==> config.mk <==
export PLATFORM = sky130hd
export DESIGN_NAME = ex_mem_register
export DESIGN_NICKNAME = d
export VERILOG_FILES = /design/src/rtl/ex_mem_register.sv
export SDC_FILE = /design/constraint.sdc
export NUM_CORES = 1
export LEC_CHECK = 0
export BUFFER_PORTS_ARGS = -buffer_cell sky130_fd_sc_hd__buf_4
export CAP_MARGIN = 5
export CORE_UTILIZATION = 45
export CTS_CLUSTER_SIZE = 12
export DETAILED_ROUTE_END_ITERATION = 8
export HOLD_SLACK_MARGIN = 0.05
export PLACE_DENSITY = 0.82
export REMOVE_ABC_BUFFERS = 1
export SLEW_MARGIN = 30
export SYNTH_ARGS = -nofsm -noshare
export SYNTH_HDL_FRONTEND = slang
export SYNTH_SLANG_ARGS = --single-unit
==> constraint.sdc <==
create_clock -name clk -period 1.2 [get_ports clk]
set_input_delay 0 -clock clk [delete_from_list [all_inputs] [get_ports clk]]
set_output_delay 0 -clock clk [all_outputs]
set_load 0.02 [all_outputs]
==> src/rtl/ex_mem_register.sv <==
// EX/MEM pipeline register with stall, flush/branch-kill bubbles and registered control/data.
// Optional EX_MEM_ADDR_GUARD_EN flags out-of-range memory addresses and suppresses the store.
module ex_mem_register #(
   parameter int unsigned ADDR_WIDTH = 7,
   parameter int unsigned DATA_WIDTH = 32,
   parameter int unsigned REG_BITS   = 5
) (
   input  logic                  clk,
   input  logic                  reset,
   input  logic                  stall,
   input  logic                  flush,
   input  logic                  mem_pc_src,
   input  logic                  ex_valid,
   input  logic                  ex_branch,
   input  logic                  ex_mem_write,
   input  logic                  ex_mem_read,
   input  logic                  ex_reg_write,
   input  logic                  ex_mem_to_reg,
   input  logic                  ex_zero,
   input  logic [DATA_WIDTH-1:0] ex_alu_result,
   input  logic [DATA_WIDTH-1:0] ex_write_data,
   input  logic [REG_BITS-1:0]   ex_write_reg,
   input  logic [DATA_WIDTH-1:0] ex_branch_target,
   output logic                  mem_valid,
   output logic                  mem_branch,
   output logic                  mem_mem_write,
   output logic                  mem_mem_read,
   output logic                  mem_reg_write,
   output logic                  mem_mem_to_reg,
   output logic                  mem_zero,
   output logic [DATA_WIDTH-1:0] mem_alu_result,
   output logic [ADDR_WIDTH-1:0] mem_address,
   output logic [DATA_WIDTH-1:0] mem_write_data,
   output logic [REG_BITS-1:0]   mem_write_reg,
   output logic [DATA_WIDTH-1:0] mem_branch_target,
   output logic                  mem_addr_fault
);

   typedef struct packed {
      logic                  valid;
      logic                  branch;
      logic                  mem_write;
      logic                  mem_read;
      logic                  reg_write;
      logic                  mem_to_reg;
      logic                  zero;
      logic [DATA_WIDTH-1:0] alu_result;
      logic [DATA_WIDTH-1:0] write_data;
      logic [REG_BITS-1:0]   write_reg;
      logic [DATA_WIDTH-1:0] branch_target;
   } stage_t;

   stage_t stage_q, stage_d;
   logic   bubble;
   logic   addr_fault_d;

   assign bubble = flush | mem_pc_src;

`ifdef EX_MEM_ADDR_GUARD_EN
   logic addr_fault_q;
   assign addr_fault_d = ex_valid & (ex_mem_write | ex_mem_read)
                         & (|ex_alu_result[DATA_WIDTH-1:ADDR_WIDTH]);
`else
   assign addr_fault_d = 1'b0;
`endif

   // An invalid EX slot is loaded as a full bubble, so control never outlives valid.
   always_comb begin
      stage_d = '0;
      if (bubble) begin
         stage_d = '0;
      end else if (stall) begin
         stage_d = stage_q;
      end else if (ex_valid) begin
         stage_d.valid         = 1'b1;
         stage_d.branch        = ex_branch;
         stage_d.mem_write     = ex_mem_write & ~addr_fault_d;
         stage_d.mem_read      = ex_mem_read;
         stage_d.reg_write     = ex_reg_write;
         stage_d.mem_to_reg    = ex_mem_to_reg;
         stage_d.zero          = ex_zero;
         stage_d.alu_result    = ex_alu_result;
         stage_d.write_data    = ex_write_data;
         stage_d.write_reg     = ex_write_reg;
         stage_d.branch_target = ex_branch_target;
      end
   end

   always_ff @(posedge clk) begin
      if (reset) begin
         stage_q <= '0;
      end else begin
         stage_q <= stage_d;
      end
   end

`ifdef EX_MEM_ADDR_GUARD_EN
   always_ff @(posedge clk) begin
      if (reset || bubble) begin
         addr_fault_q <= 1'b0;
      end else if (!stall) begin
         addr_fault_q <= addr_fault_d;
      end
   end
   assign mem_addr_fault = addr_fault_q;
`else
   assign mem_addr_fault = 1'b0;
`endif

   assign mem_valid         = stage_q.valid;
   assign mem_branch        = stage_q.branch;
   assign mem_mem_write     = stage_q.mem_write;
   assign mem_mem_read      = stage_q.mem_read;
   assign mem_reg_write     = stage_q.reg_write;
   assign mem_mem_to_reg    = stage_q.mem_to_reg;
   assign mem_zero          = stage_q.zero;
   assign mem_alu_result    = stage_q.alu_result;
   assign mem_address       = stage_q.alu_result[ADDR_WIDTH-1:0];
   assign mem_write_data    = stage_q.write_data;
   assign mem_write_reg     = stage_q.write_reg;
   assign mem_branch_target = stage_q.branch_target;

endmodule

* After elaboration in Yosys (flattened, before gate mapping)
Cells that the tools add are included.
Widths: inputs -> output; s select.
** Word-level totals
- Output and inout bits :: 116
- Input bits :: 113
- Register bits :: 108
- Word-level logic and storage cells :: 14
** Operators by class
- Bitwise operators :: 1
- Muxes and demuxes :: 1
- Reduce and logical (&&, ||, !) cells :: 1
** Operator list (number)
- $mux 108 :: 1
- $reduce_or 2->1 :: 1
- $or 1x1->1 :: 1

* Logic depth before layout (Yosys ltp)
- Word-level depth :: 2
- Mapped depth :: 5
- Mapped depth without buffers :: 2

* Worst setup path before layout
Ideal clock, no wire load.
- Kind :: input port to flip-flop
- Start point :: input port mem_pc_src
- End point :: register stage_q (netlist bit mem_alu_result[0])
- Library setup time :: 66 ps
- Path buffers :: 3
- Slack :: 272 ps
- Stages :: 5
- Required time :: 1134 ps
- Data arrival time :: 862 ps
- Cell sequence :: or3_1 buf_2 buf_6 buf_6 a21oi_2
** On the way
- Cells in the longest elaborated chain, start to end :: 2
** Ends and longest elaborated chain
- start: declaration :: RTL line 12 : input logic mem_pc_src,
- $or 1x1->1 :: RTL line 57 : assign bubble = flush | mem_pc_src;
- $reduce_or 2->1 (no line)
- end signal: assignment :: RTL line 93 : stage_q <= stage_d;
- end: declaration :: RTL line 53 : stage_t stage_q, stage_d;
Every way passes these cells.
A chain may end at the register's enable or synchronous reset.

* Final worst setup path
- Start point :: input port ex_write_data[6]
- End point :: register stage_q (netlist bit mem_write_data[6])
** On the way
- Cells in the longest elaborated chain, start to end :: 1
** Ends and longest elaborated chain
- start: declaration :: RTL line 21 : input logic [DATA_WIDTH-1:0] ex_write_data,
- $mux 108 :: RTL line 74 : end else if (ex_valid) begin
Every way passes these cells.

==> key figures <==
Die
  – DIE AREA: 9900 sq um
  – DIE WIDTH: 99.5 um
  – Row count: 35
  – IO Pins: 229
  – Die Y-Extent: just under 100 um
  – Core Area: roughly 9200 sq um
  – Starting density of the core: 46.3%

Placed design
  – Port Buf Inserts: 227
  – Setup WS pre-CTS: 0.182 ns
  – DP HPWL: 7680 um
  – GP Congestion: 0.765
  – Placed cell areas: 5980 sq um

Global route
  – Gr ovfl total: 0
  – Largest net degree at the start of global routing: 90
  – Initial antenna violation count: 0
  – First-pass GRT wire length: between 20000 and 25000 um
  – Total GRT Usage: around 27%
  – Vias in the first global route: roughly 4500

Routing
  – Detailed Route WL: 14500 um
  – Vias/cell: 5.02
  – Pre-Repair DR Iteration Count: 5
  – Initial DRC Count: around 150
  – Avg WL per Cell: 15.6 um
  – Antenna-violating nets left: 0
  – Residual DRC: 0
  – Vias: 4670

Worst setup path
  – Worst path cell trace: dlygate4sd3_1 -> buf_4 -> nand3b_1 -> a21oi_2 -> dlygate4sd3_1
  – Worst path bufs/invs: 3
  – Worst r2r src: mem_write_data[6]$_SDFFE_PP0N_
  – Most used cell, CP: dlygate4sd3_1
  – Worst EP arrival: 1.47 ns
  – Worst setup EP type: flop
  – Crit-path slowest cell: dlygate4sd3_1
  – Max stage delay on crit path: around 0.58 ns
  – Cell depth of the worst flop-to-flop path: 3
  – Crit-path leading delay family: buffers and inverters
  – Critical path peak fanout: 1
  – Crit Path Class: in -> reg
  – WP data required: 1.48 ns
  – CP startpoint kind: primary input
  – R2R Setup Slk: 0.02 ns
  – Reg2reg end: mem_write_data[6]$_SDFFE_PP0N_

Clocking
  – CTS tree: yes
  – Clk sink count: 108
  – Num CTS Buffers: 9
  – H-Tree Depth: 3
  – Clk slew on worst S/H paths: 0.09 ns
  – Clock root buffer: clkbuf_8
  – Clk Latency, worst-skew pair: 0.34 ns
  – Clock Tree Buf Depth: 2

Synth
  – Mapped Avg Cell Area: between 8 and 9 sq um
  – Synth cell types: 14
  – Synthesized area: 4280 sq um
  – Syn. warnings: 0
  – Top FF cell, synth: dfxtp_1
  – Largest area contributor in the netlist: dfxtp_1
  – Post-synth top cells: dfxtp_1, nand2_1, nand3b_1
  – Xor/xnor share of the synthesized area: 0%
  – Synth area leaders: dfxtp_1, nand3b_1, a21oi_1
  – Count leader, synth: dfxtp_1
  – Post-synth EDFFs: 0
  – Post-synthesis compound-gate area fraction: 14.3%
  – Synthesis-stage register bit count: between 100 and 150
  – Post-synthesis mux area share: less than 1%
  – Cells after Synth: roughly 490
  – FFs w/ async S/R, synth: 0%
  – Register area share after synthesis: 50.5%
  – Adder and majority gate portion of the synthesized area: 0%
  – Main combinational cell family by area after synthesis: simple AND/OR/NAND/NOR gates
  – Post-synth top area share: 50.5%
  – Area share of and/or/nand/nor cells after synthesis: ~28%

Layout
  – Final Instance Area: 7470 sq um
  – Total Nets Final: slightly above 900
  – Layout cells sized above 1: between 30% and 40%
  – Antenna Cells: 0
  – Fillcell total: 536
  – Layout area overhead: 74.6%

Pwr
  – VDD IR max: 0.704 mV
  – Tot Pwr: 7.45 mW
  – Clk pwr share: 35.7%
  – Pwr dens: 998 nW/um^2
  – Logic pwr share: about 15%
  – Psw: 1.71 mW
  – Switch share: 23.0%
  – Int Pwr: 5.74 mW
  – Sequential Power Share: 48.9%
  – P_leak: ~3 nW

Timing
  – Final hold vios: 0
  – Tmin final: 1.19 ns
  – Slew Limit Fails: 0
  – Final Skew: 0 ns
  – Period utilization: 99.5%
  – Final TNS setup: 0 ns
  – Setup violations, final: 0
  – Worst Hold Slack: between 0.1 and 0.15 ns
  – FMAX: 837 MHz
  – RSZ-0062 raised after global routing: yes
  – Post-route setup slack: 0.00569 ns

Hold path
  – Hold crit path type: in -> reg
  – Worst hold path stage count: 3
  – HP Start: stall
  – WHS Endpoint: mem_write_data[9]$_SDFFE_PP0N_

Run status
  – Status: finished, final reports clean

Run
  – Max_cap viols: 0
through the flow:
| step | util, % | std cells |
|---|---|---|
| final | 80.8 | 931 |
| after CTS | 79.9 | 928 |
| after floorplan | - | 433 |
| after detailed placement | 64.7 | 797 |
| after global placement | 64.7 | 797 |
| after global routing | 80.8 | 931 |
power groups by stage:
| stage | clock [mW] | sequential (mW) | combinational (mW) |
|---|---|---|---|
| after floorplan | 0 | 3.78 | 0.201 |
| after global placement | 0 | 3.72 | 0.788 |
| after detailed placement | 0 | 3.73 | 0.801 |
| after CTS | 2.70 | 3.64 | 1.09 |
| after global routing | 2.84 | 3.65 | 1.21 |
| final | 2.66 | 3.65 | 1.14 |
final cells by class:
class                   instances  area (sq um)  area share, %
well taps                     129           161           2.16
repair buffers                353          3030           40.6
clock buffers                  10           138           1.84
multi-input cells             325          1860           24.9
clock inverters                 6           111           1.49
flip-flops and latches        108          2170           29.0
worst max-delay path by stage:
stage | cells past startpoint | slack [ns] | endpoint | from
after floorplan | 2 | -1.11 | mem_valid$_SDFFE_PP0N_ | flush
after global placement | 4 | 0.24 | mem_branch_target[19]$_SDFFE_PP0N_ | mem_pc_src
after detailed placement | 4 | 0.18 | mem_branch_target[11]$_SDFFE_PP0N_ | mem_pc_src
after CTS | 3 | 0.03 | mem_branch_target[4]$_SDFFE_PP0N_ | mem_branch_target[4]$_SDFFE_PP0N_
after global routing | 3 | -0.01 | mem_write_data[6]$_SDFFE_PP0N_ | mem_write_data[6]$_SDFFE_PP0N_
final | 5 | 0.006 | mem_write_data[6]$_SDFFE_PP0N_ | ex_write_data[6]
worst reg2reg max path, stage by stage, from the launching register on:
cell           delay, ns
dfxtp_2             0.34
nand2_1             0.06
a21oi_2             0.14
dlygate4sd3_1       0.58
cells by family after synthesis:
kind of cell,Yosys count
AOI/OAI and AO/OA,107
muxes,1
DFF,108
buffers and inverters,56
other,1
and+or+nand+nor,216
what timing repair did:
action	CTS	global route
buffers inserted	0	1
resized for setup	0	9
hold buffers	115	0
endpoints found under the setup margin	0	8
hold endpoints to repair	107	0
placed cells by master (no fill, tap or decap):
cell | synthesis | layout
a21oi_1 | 87 | 83
a21oi_2 | 20 | 24
buf_12 | 0 | 3
buf_16 | 0 | 1
buf_4 | 9 | 232
bufinv_16 | 0 | 3
clkbuf_16 | 0 | 2
clkbuf_8 | 0 | 10
clkinv_2 | 0 | 1
clkinv_4 | 0 | 1
clkinvlp_4 | 0 | 1
conb_1 | 1 | 1
dfxtp_1 | 108 | 104
dfxtp_2 | 0 | 4
dlygate4sd3_1 | 0 | 115
mux2i_1 | 1 | 1
nand2_1 | 107 | 107
nand3b_1 | 107 | 107
nor2_1 | 1 | 1
or3_4 | 0 | 1
metal layers:
metal | vias up | global-route usage, % | part of all wire (%)
met5 | - | 0 | 0
met4 | 0 | 11.5 | 2.4
li1 | 2257 | - | -
met2 | 191 | 50.1 | 54
met1 | 2192 | 30.7 | 38
met3 | 30 | 5.13 | 5.8
No activity file was read; power rests on OpenSTA's default activity.
